`src/rtl/mem_arbiter_if.sv`:
```
// Bus bundle for mem_arbiter: CPU and debug req/ack ports, RAM strobes and status.
// The slave modport is the arbiter's side. The master modport is the requester/RAM side.
interface mem_arbiter_if #(
    parameter int ADDR_W = 9,
    parameter int DATA_W = 32
);
    logic              cpu_req;
    logic              cpu_we;
    logic [ADDR_W-1:0] cpu_addr;
    logic [DATA_W-1:0] cpu_wdata;
    logic              cpu_ack;
    logic [DATA_W-1:0] cpu_rdata;

    logic              dbg_req;
    logic              dbg_we;
    logic [ADDR_W-1:0] dbg_addr;
    logic [DATA_W-1:0] dbg_wdata;
    logic              dbg_ack;
    logic [DATA_W-1:0] dbg_rdata;

    logic [ADDR_W-1:0] ram_addr;
    logic [DATA_W-1:0] ram_wdata;
    logic              ram_we;
    logic              ram_re;
    logic [DATA_W-1:0] ram_rdata;

    logic              busy;
    logic              owner;

    modport slave (
        input  cpu_req, cpu_we, cpu_addr, cpu_wdata,
        input  dbg_req, dbg_we, dbg_addr, dbg_wdata,
        input  ram_rdata,
        output cpu_ack, cpu_rdata, dbg_ack, dbg_rdata,
        output ram_addr, ram_wdata, ram_we, ram_re,
        output busy, owner
    );

    modport master (
        output cpu_req, cpu_we, cpu_addr, cpu_wdata,
        output dbg_req, dbg_we, dbg_addr, dbg_wdata,
        output ram_rdata,
        input  cpu_ack, cpu_rdata, dbg_ack, dbg_rdata,
        input  ram_addr, ram_wdata, ram_we, ram_re,
        input  busy, owner
    );
endinterface

```
`src/rtl/mem_arbiter.sv`:
```
// Single-port RAM arbiter: CPU has fixed priority, and debug wins after MAX_WAIT
// consecutive CPU grants that it had to watch. Every output is registered.
module mem_arbiter #(
    parameter int ADDR_W   = 9,
    parameter int DATA_W   = 32,
    parameter int RD_LAT   = 1,
    parameter int MAX_WAIT = 8
) (
    input logic          clk,
    input logic          in_reset,
    mem_arbiter_if.slave bus
);
    localparam int SW = $clog2(MAX_WAIT + 1);
    localparam int WW = (RD_LAT > 1) ? $clog2(RD_LAT) : 1;

    typedef enum logic [1:0] {IDLE, ISSUE, WAIT, ACK} state_t;

    state_t        state;
    logic [SW-1:0] starv_cnt;
    logic [WW-1:0] wait_cnt;
    logic          txn_we;
    logic          pick_dbg;

    // Debug wins when it is the only requester, or when the CPU has used up its allowance.
    assign pick_dbg = bus.dbg_req && (!bus.cpu_req || starv_cnt == SW'(MAX_WAIT));

    always_ff @(posedge clk or posedge in_reset) begin
        if (in_reset) begin
            state         <= IDLE;
            starv_cnt     <= '0;
            wait_cnt      <= '0;
            txn_we        <= 1'b0;
            bus.cpu_ack   <= 1'b0;
            bus.dbg_ack   <= 1'b0;
            bus.cpu_rdata <= '0;
            bus.dbg_rdata <= '0;
            bus.ram_addr  <= '0;
            bus.ram_wdata <= '0;
            bus.ram_we    <= 1'b0;
            bus.ram_re    <= 1'b0;
            bus.busy      <= 1'b0;
            bus.owner     <= 1'b0;
        end else begin
            bus.ram_we  <= 1'b0;
            bus.ram_re  <= 1'b0;
            bus.cpu_ack <= 1'b0;
            bus.dbg_ack <= 1'b0;
            case (state)
                IDLE: begin
                    if (!bus.dbg_req)
                        starv_cnt <= '0;
                    if (bus.cpu_req || bus.dbg_req) begin
                        bus.owner     <= pick_dbg;
                        txn_we        <= pick_dbg ? bus.dbg_we : bus.cpu_we;
                        bus.ram_we    <= pick_dbg ? bus.dbg_we : bus.cpu_we;
                        bus.ram_re    <= pick_dbg ? !bus.dbg_we : !bus.cpu_we;
                        bus.ram_addr  <= pick_dbg ? bus.dbg_addr : bus.cpu_addr;
                        bus.ram_wdata <= pick_dbg ? bus.dbg_wdata : bus.cpu_wdata;
                        if (pick_dbg)
                            starv_cnt <= '0;
                        else if (bus.dbg_req && starv_cnt != SW'(MAX_WAIT))
                            starv_cnt <= starv_cnt + 1'b1;
                        bus.busy <= 1'b1;
                        state    <= ISSUE;
                    end
                end
                ISSUE: begin
                    if (txn_we) begin
                        bus.cpu_ack <= !bus.owner;
                        bus.dbg_ack <= bus.owner;
                        state       <= ACK;
                    end else begin
                        wait_cnt <= WW'(RD_LAT - 1);
                        state    <= WAIT;
                    end
                end
                WAIT: begin
                    // The last WAIT cycle is the one where the RAM presents the read word.
                    if (wait_cnt == '0) begin
                        if (bus.owner)
                            bus.dbg_rdata <= bus.ram_rdata;
                        else
                            bus.cpu_rdata <= bus.ram_rdata;
                        bus.cpu_ack <= !bus.owner;
                        bus.dbg_ack <= bus.owner;
                        state       <= ACK;
                    end else begin
                        wait_cnt <= wait_cnt - 1'b1;
                    end
                end
                ACK: begin
                    bus.busy <= 1'b0;
                    state    <= IDLE;
                end
                default: state <= IDLE;
            endcase
        end
    end
endmodule
```
`src/flat_wrapper.sv`:
```
// flat-port wrapper written by rule: the top's interface ports become plain ports
module mem_arbiter_flat 
#(
    parameter int ADDR_W   = 9,
    parameter int DATA_W   = 32,
    parameter int RD_LAT   = 1,
    parameter int MAX_WAIT = 8
)
  (clk, in_reset, bus_cpu_req, bus_cpu_we, bus_cpu_addr, bus_cpu_wdata, bus_dbg_req, bus_dbg_we, bus_dbg_addr, bus_dbg_wdata, bus_ram_rdata, bus_cpu_ack, bus_cpu_rdata, bus_dbg_ack, bus_dbg_rdata, bus_ram_addr, bus_ram_wdata, bus_ram_we, bus_ram_re, bus_busy, bus_owner);
  mem_arbiter_if #(.ADDR_W(ADDR_W), .DATA_W(DATA_W)) bus_i ();
  input logic clk;
  input logic in_reset;
  input wire logic [$bits(bus_i.cpu_req)-1:0] bus_cpu_req;
  input wire logic [$bits(bus_i.cpu_we)-1:0] bus_cpu_we;
  input wire logic [$bits(bus_i.cpu_addr)-1:0] bus_cpu_addr;
  input wire logic [$bits(bus_i.cpu_wdata)-1:0] bus_cpu_wdata;
  input wire logic [$bits(bus_i.dbg_req)-1:0] bus_dbg_req;
  input wire logic [$bits(bus_i.dbg_we)-1:0] bus_dbg_we;
  input wire logic [$bits(bus_i.dbg_addr)-1:0] bus_dbg_addr;
  input wire logic [$bits(bus_i.dbg_wdata)-1:0] bus_dbg_wdata;
  input wire logic [$bits(bus_i.ram_rdata)-1:0] bus_ram_rdata;
  output wire logic [$bits(bus_i.cpu_ack)-1:0] bus_cpu_ack;
  output wire logic [$bits(bus_i.cpu_rdata)-1:0] bus_cpu_rdata;
  output wire logic [$bits(bus_i.dbg_ack)-1:0] bus_dbg_ack;
  output wire logic [$bits(bus_i.dbg_rdata)-1:0] bus_dbg_rdata;
  output wire logic [$bits(bus_i.ram_addr)-1:0] bus_ram_addr;
  output wire logic [$bits(bus_i.ram_wdata)-1:0] bus_ram_wdata;
  output wire logic [$bits(bus_i.ram_we)-1:0] bus_ram_we;
  output wire logic [$bits(bus_i.ram_re)-1:0] bus_ram_re;
  output wire logic [$bits(bus_i.busy)-1:0] bus_busy;
  output wire logic [$bits(bus_i.owner)-1:0] bus_owner;
  assign bus_i.cpu_req = bus_cpu_req;
  assign bus_i.cpu_we = bus_cpu_we;
  assign bus_i.cpu_addr = bus_cpu_addr;
  assign bus_i.cpu_wdata = bus_cpu_wdata;
  assign bus_i.dbg_req = bus_dbg_req;
  assign bus_i.dbg_we = bus_dbg_we;
  assign bus_i.dbg_addr = bus_dbg_addr;
  assign bus_i.dbg_wdata = bus_dbg_wdata;
  assign bus_i.ram_rdata = bus_ram_rdata;
  assign bus_cpu_ack = bus_i.cpu_ack;
  assign bus_cpu_rdata = bus_i.cpu_rdata;
  assign bus_dbg_ack = bus_i.dbg_ack;
  assign bus_dbg_rdata = bus_i.dbg_rdata;
  assign bus_ram_addr = bus_i.ram_addr;
  assign bus_ram_wdata = bus_i.ram_wdata;
  assign bus_ram_we = bus_i.ram_we;
  assign bus_ram_re = bus_i.ram_re;
  assign bus_busy = bus_i.busy;
  assign bus_owner = bus_i.owner;
  mem_arbiter #(.ADDR_W(ADDR_W), .DATA_W(DATA_W), .RD_LAT(RD_LAT), .MAX_WAIT(MAX_WAIT)) u_core (.clk(clk), .in_reset(in_reset), .bus(bus_i));
endmodule
```
`config.mk`:
```
export PLATFORM = sky130hd
export DESIGN_NAME = mem_arbiter_flat
export DESIGN_NICKNAME = d
export VERILOG_FILES = /design/src/rtl/mem_arbiter_if.sv /design/src/rtl/mem_arbiter.sv /design/src/flat_wrapper.sv
export SDC_FILE = /design/constraint.sdc
export NUM_CORES = 1
export LEC_CHECK = 0
export ABC_AREA = 1
export BUFFER_PORTS_ARGS = -buffer_cell sky130_fd_sc_hd__buf_2
export CORE_MARGIN = 1
export CORE_UTILIZATION = 43
export CTS_CLUSTER_DIAMETER = 150
export DETAILED_ROUTE_END_ITERATION = 10
export PLACE_DENSITY_LB_ADDON = 0.15
export SLEW_MARGIN = 20
export SYNTH_ARGS = -nofsm -noshare
export SYNTH_HDL_FRONTEND = slang
export SYNTH_SLANG_ARGS = --single-unit
```
`constraint.sdc`:
```
create_clock -name clk -period 3.1 [get_ports clk]
set_input_delay 0.155 -clock clk [delete_from_list [all_inputs] [get_ports clk]]
set_output_delay 0.155 -clock clk [all_outputs]
set_load 0.01 [all_outputs]
```
==> flow_metrics.py, run 1 <==
metrics = {
    "outcome": {
        "outcome": "finished, final reports clean",
    },
    "setup_path": {
        "path_buf_inv": 2,
        "startpoint": "u_core.starv_cnt[0]",
        "path_cells": "inv_1 -> ha_1 -> nand3_2 -> nand2_4 -> nand2_2 -> nand3_1 -> nand3_1 -> dlygate4sd3_1",
        "path_common_cell": "nand3_1",
        "cp.arrival_ns": 3.07,
        "crit_fanout": 46,
        "crit_path_end_kind": "flip-flop",
        "reg2reg_from": "u_core.starv_cnt[0]",
        "crit_family": "simple AND/OR/NAND/NOR gates",
        "cpPeakStageDelay_ns": 0.60,
        "setup.worst_path.class": "flip-flop to flip-flop",
        "crit_slowest_cell": "nand2_2",
        "crit_path_start_kind": "flip-flop",
        "worst_ep_required_time_ns": 3.40,
    },
    "floorplan": {
        "rows": 39,
        "die_area_um2": 12300,
        "core_um2": 11500,
        "die_h_um": 111,
        "die_w_um": 111,
        "io_pins": 231,
        "start_util_pct": 44.4,
    },
    "routing": {
        "first_pass_iters": 5,
        "wl_per_cell_um": 14.4,
        "drc": 0,
        "avgViaCountPerCell": 5.10,
        "drtAntennaViolNets": 0,
        "wirelength_um": 14100,
        "dr_total_vias": 4997,
        "drt-initial-drc-count": 320,
    },
    "cts": {
        "cts-root-buf": "clkbuf_16",
        "clk_latency_ns": 0.41,
        "numCtsBuffers": 17,
        "cts-resized-gates": 0,
        "clock_path_buffers": 2,
        "htree_levels": 4,
        "cts_setup_buffers": 0,
        "path_clk_slew_ns": 0.06,
        "cts_tree": "done",
        "clock_sinks": 118,
    },
    "global_routing": {
        "grt_pass1_vias": 4847,
        "overflow": 0,
        "grt_pass1_wl_um": 23800,
        "grtUsageTotal_pct": 24.1,
        "antenna_found_initial": 0,
        "grt_start_max_net_pins": 65,
    },
    "layout": {
        "final_util_pct": 63.3,
        "drive_gt1_share_pct": 32.7,
        "antenna_cells_inserted": 0,
        "fill_cells": 963,
        "regArea_um2": 2950,
        "nets": 949,
        "area_growth_pct": 42.5,
        "multi_input_area_um2": 1710,
        "design_area_um2": 7260,
    },
    "timing": {
        "finalHoldViolCount": 0,
        "finalClockSkew_ns": 0.00816,
        "tns_ns": 0,
        "relSlewSlack_pct": 30.9,
        "worst_pin_slew_ns": 1.03,
        "setup_viol_count_final": 0,
        "rsz0062_at_grt": "no",
        "timing.final.crit_share_pct": 89.4,
        "post-route-min-period_ns": 2.77,
        "slew_viol_final": 0,
        "max_freq_mhz": 361,
    },
    "synth": {
        "avgSynthCellArea_um2": 8.89,
        "ys.flop_type": "dfrtp_1",
        "ys_ff_latch": 118,
        "netlist-cell-type-count": 22,
        "synth_area_leaders": "dfrtp_1 58%, nand2_1 10%, nand3_1 8.5%, o21ai_0 6.9%, inv_1 4.9%",
        "synth_cells": 573,
        "yosys_warnings": 0,
        "synth_edf_count": 0,
        "synth_top_cell_by_area": "dfrtp_1",
        "synth.net_count": 699,
        "synthesis.area_um2": 5090,
        "async_reset_ff_share_pct": 100,
        "synth_top_cell_area_share_pct": 58.0,
        "synth-seq-area-share_pct": 58.0,
        "yosysMostFrequentCell": "nand2_1",
        "synth_common_cells": "139 x nand2_1, 118 x dfrtp_1, 86 x nand3_1",
    },
    "pwr": {
        "power.density_nw_per_um2": 1020,
        "leakage_nw": 4.02,
        "ir_drop_uv": 470,
        "p_total_mw": 7.39,
    },
    "placed_design": {
        "gp_congestion": 0.770,
        "place_area_um2": 6290,
        "place_hpwl_um": 9190,
        "port_buffers": 230,
    },
    "job": {
        "drv_cap": 0,
    },
    "worst_hold_path": {
        "holdCritPathClass": "primary input to flip-flop",
        "holdCritStartpoint": "bus_ram_rdata[10]",
    },
}
repair_timing:
action / CTS / global route
hold endpoints to repair: 67 / 0
setup endpoints to repair: 0 / 0
hold buffers: 34 / 0
worst reg2reg max path, stage by stage, from the launching register on:
cell and delay (ns):
dfrtp_1 0.40, inv_1 0.10, ha_1 0.17, nand3_2 0.12
nand2_4 0.39, nand2_2 0.61, nand3_1 0.25, nand3_1 0.08
dlygate4sd3_1 0.55
final cells by class:
type                            count  area share [%]
Multi-Input combinational cell    350            23.6
Sequential cell                   118            40.7
Clock buffer                       22            6.53
Tap cell                          143            2.47
Timing Repair Buffer              268            21.1
Clock inverter                     10            2.00
Inverter                           68            3.60
cells in the final DEF, fill, tap and decap left out, drive strengths merged, types with 3 or more instances in the layout:
cell type / count
a21oi: 3
buf: 234
bufinv: 3
clkbuf: 22
clkinv: 4
clkinvlp: 3
dfrtp: 118
dlygate4sd3: 34
ha: 6
inv: 68
nand2: 141
nand3: 87
nand4: 32
nor2: 5
o21ai: 71
stage by stage:
step,worst slack [ns],instances,hold slack (ns)
finish,0.328,979,0.0173
floorplan,1.50,573,0.303
global placement,0.879,913,0.346
CTS,0.300,979,0.00500
detailed placement,0.739,913,0.367
global route,0.0519,979,0.0163
path summary, 6_finish.rpt:
kind	to	slack (ns)	cells past startpoint
max	u_core.bus.ram_addr[5]	0.33	8
min in group asynchronous	u_core.bus.ram_addr[4]	0.45	3
min	u_core.bus.cpu_rdata[10]	0.02	3
max reg2reg	u_core.bus.ram_addr[5]	0.33	8
max in group asynchronous	u_core.bus.ram_wdata[18]	1.84	4
min reg2reg	u_core.bus.ram_wdata[21]	0.47	2
registers in the layout, indices dropped and copies added, names as in the netlist:
signal / cells
u_core.bus.ram_re: 1
u_core.txn_we: 1
u_core.bus.cpu_rdata: 32
u_core.bus.busy: 1
u_core.bus.cpu_ack: 1
u_core.bus.dbg_ack: 1
u_core.bus.ram_wdata: 32
u_core.bus.ram_addr: 9
u_core.starv_cnt: 4
u_core.state: 2
u_core.bus.ram_we: 1
u_core.bus.owner: 1
u_core.bus.dbg_rdata: 32
metal layers:
layer / part of all wire (%) / track usage (%)
met3: 6.9 / 6.51
met1: 43 / 31.8
met2: 49 / 38.2
met4: 1.9 / 8.89
met5: 0 / 0
cell families (layout without fill, tap and decap cells):
family / count (synthesis) / in the layout / share of synthesized area (%)
buffers and inverters: 105 / 368 / 8.62
DFF: 118 / 118 / 58.0
xor gates and xnor gates: 2 / 2 / 0.344
adders and majority gates: 6 / 6 / 1.47
and+or+nand+nor: 267 / 267 / 24.2
AOI/OAI and AO/OA: 75 / 75 / 7.39
power by group:
group          switching [mW]  leakage (nW)  total (mW)  internal, mW
clock network           0.691         0.297        2.02          1.33
registers               0.393          1.46        2.67          2.28
logic                    1.64          2.26        2.69          1.05
total                    2.73          4.02        7.39          4.66
(Power assumes the default switching activity.)
==> run 2: changes to the inputs <==
--- a/config.mk
+++ b/config.mk
@@ -8,7 +8,7 @@
 export ABC_AREA = 1
 export BUFFER_PORTS_ARGS = -buffer_cell sky130_fd_sc_hd__buf_2
 export CORE_MARGIN = 1
-export CORE_UTILIZATION = 43
+export CORE_UTILIZATION = 42
 export CTS_CLUSTER_DIAMETER = 150
 export DETAILED_ROUTE_END_ITERATION = 10
 export PLACE_DENSITY_LB_ADDON = 0.15
==> constraint.sdc (replaced) <==
create_clock -name clk -period 2.4 [get_ports clk]
set_input_delay 0.12 -clock clk [delete_from_list [all_inputs] [get_ports clk]]
set_output_delay 0.12 -clock clk [all_outputs]
set_load 0.01 [all_outputs]
==> run 2 against run 1 <==
Net effect:
- the flow now finishes with violations (design-rule violations)
- sequential share of layout area fell by 3.4 points
- utilization is 4.9 points higher
- flip-flop and latch count stayed put
- register-to-register slack got worse by 0.17 ns
- total power rose by 37%
- fmax increased by 24%
- setup slack got worse by 0.17 ns
- cell area rose by 9.2%
- clock power grew 35%
- clock-buffer cell count is 2 lower
- first-iteration DRC count is 5.3% higher
- global-route usage is 1.4 points higher
- critical path type unchanged
- largest cell class unchanged
- highest routed layer unchanged
==> flow_metrics.py, run 2 (synthesized netlist as in run 1, its figures left out) <==
metrics = {
    "routing": {
        "dr_total_vias": 5208,
        "drtAntennaViolNets": 0,
        "first_pass_iters": 8,
        "drc": 15,
        "avgViaCountPerCell": 5.00,
        "wirelength_um": 15100,
        "wl_per_cell_um": 14.5,
        "drt-initial-drc-count": 337,
    },
    "setup_path": {
        "cp.arrival_ns": 2.53,
        "setup.worst_path.class": "flip-flop to flip-flop",
        "crit_path_start_kind": "flip-flop",
        "crit_path_end_kind": "flip-flop",
        "crit_fanout": 25,
        "worst_ep_required_time_ns": 2.69,
    },
    "global_routing": {
        "grt_pass1_wl_um": 25400,
        "overflow": 0,
        "grt_start_max_net_pins": 82,
        "grtUsageTotal_pct": 25.6,
        "grt_pass1_vias": 5333,
        "antenna_found_initial": 0,
    },
    "layout": {
        "drive_gt1_share_pct": 31.6,
        "mostFrequentLayoutCells": "230 x buf_2, 137 x nand2_1, 118 x dfrtp_1",
        "design_area_um2": 7930,
        "reg_top3": "u_core.bus.cpu_rdata (32), u_core.bus.dbg_rdata (32), u_core.bus.ram_wdata (32)",
        "antenna_cells_inserted": 0,
        "final_common_cell": "buf_2",
        "regArea_um2": 2950,
        "area_growth_pct": 55.6,
        "fill_cells": 938,
        "nets": 1012,
        "multi_input_area_um2": 1720,
    },
    "cts": {
        "cts_tree": "done",
        "path_clk_slew_ns": 0.05,
        "numCtsBuffers": 17,
        "clk_latency_ns": 0.41,
        "htree_levels": 4,
        "clock_sinks": 118,
        "clock_path_buffers": 2,
        "cts-root-buf": "clkbuf_16",
    },
    "placed_design": {
        "place_area_um2": 6370,
        "place_hpwl_um": 9560,
        "gp_congestion": 0.795,
        "port_buffers": 230,
    },
    "floorplan": {
        "die_w_um": 112,
        "rows": 39,
        "io_pins": 231,
        "die_h_um": 112,
        "start_util_pct": 43.9,
        "core_um2": 11600,
        "die_area_um2": 12600,
    },
    "pwr": {
        "ir_drop_uv": 617,
        "leakage_nw": 4.32,
        "power.density_nw_per_um2": 1280,
    },
    "timing": {
        "max_freq_mhz": 447,
        "timing.final.crit_share_pct": 93.3,
        "tns_ns": 0,
        "rsz0062_at_grt": "no",
        "finalHoldViolCount": 0,
        "post-route-min-period_ns": 2.24,
        "finalClockSkew_ns": 0.00779,
        "slew_viol_final": 0,
        "setup_viol_count_final": 0,
        "worst_pin_slew_ns": 0.566,
        "relSlewSlack_pct": 62.2,
    },
    "outcome": {
        "outcome": "finished with violations",
        "violations": "design-rule violations",
    },
    "worst_hold_path": {
        "holdCritPathClass": "primary input to flip-flop",
    },
    "job": {
        "drv_cap": 0,
    },
}
-- run 2: critical path, stage by stage, from the launching register on --
cell and delay (ns):
dfrtp_1 0.40, inv_1 0.10, ha_1 0.17, nand3_2 0.15, nand2_8 0.19, nand2_4 0.14, buf_4 0.24, nand3_1 0.08
nand3_1 0.07, dlygate4sd3_1 0.57
-- run 2: area by class of cell --
cell class	count	area share (%)
Tap cell	143	2.26
Clock buffer	20	5.89
Timing Repair Buffer	331	27.3
Sequential cell	118	37.3
Multi-Input combinational cell	350	21.7
Clock inverter	12	2.21
Inverter	68	3.33
-- run 2: final timing paths --
path	from	end	slack (ns)	cells past startpoint
max in group asynchronous	in_reset	u_core.bus.dbg_rdata[27]	1.63	4
worst min register to register	u_core.bus.ram_wdata[23]	u_core.bus.ram_wdata[23]	0.48	2
min in group asynchronous	in_reset	u_core.bus.ram_addr[0]	0.34	4
worst min-delay path	bus_dbg_wdata[10]	u_core.bus.ram_wdata[10]	0.009	3
worst max-delay path	u_core.starv_cnt[0]	u_core.bus.ram_wdata[0]	0.16	9
worst max register to register	u_core.starv_cnt[0]	u_core.bus.ram_wdata[0]	0.16	9
-- run 2: what timing repair did --
item                       CTS  global route
setup endpoints to repair    0            24
gates resized for setup      0             3
setup buffers                0             2
hold buffers                88             0
hold endpoints to repair   208             0
-- run 2: stage by stage --
step	cells	setup slack [ns]	hold slack (ns)	total power, mW	util, %
global placement	920	0.613	0.220	6.80	54.9
floorplan	573	0.839	0.268	5.47	-
global route	1042	0.0162	0.0156	10.8	68.2
CTS	1040	0.0264	0.000787	10.1	68.0
detailed placement	920	0.534	0.229	6.93	54.9
finish	1042	0.161	0.00884	10.1	68.2
-- run 2: routing by layer --
metal	part of all wire, %	GRT usage [%]	vias up	wire (um)
met2	50	44.0	236	7590
met3	6.9	6.70	29	1050
met4	2.4	10.0	0	361
met1	40	30.6	2442	6090
li1	-	-	2501	-
met5	0	0	-	0
-- run 2: report_power, final --
part           internal [mW]  switching [mW]
registers               2.94           0.527
clock network           1.82           0.901
logic                   1.76            2.20
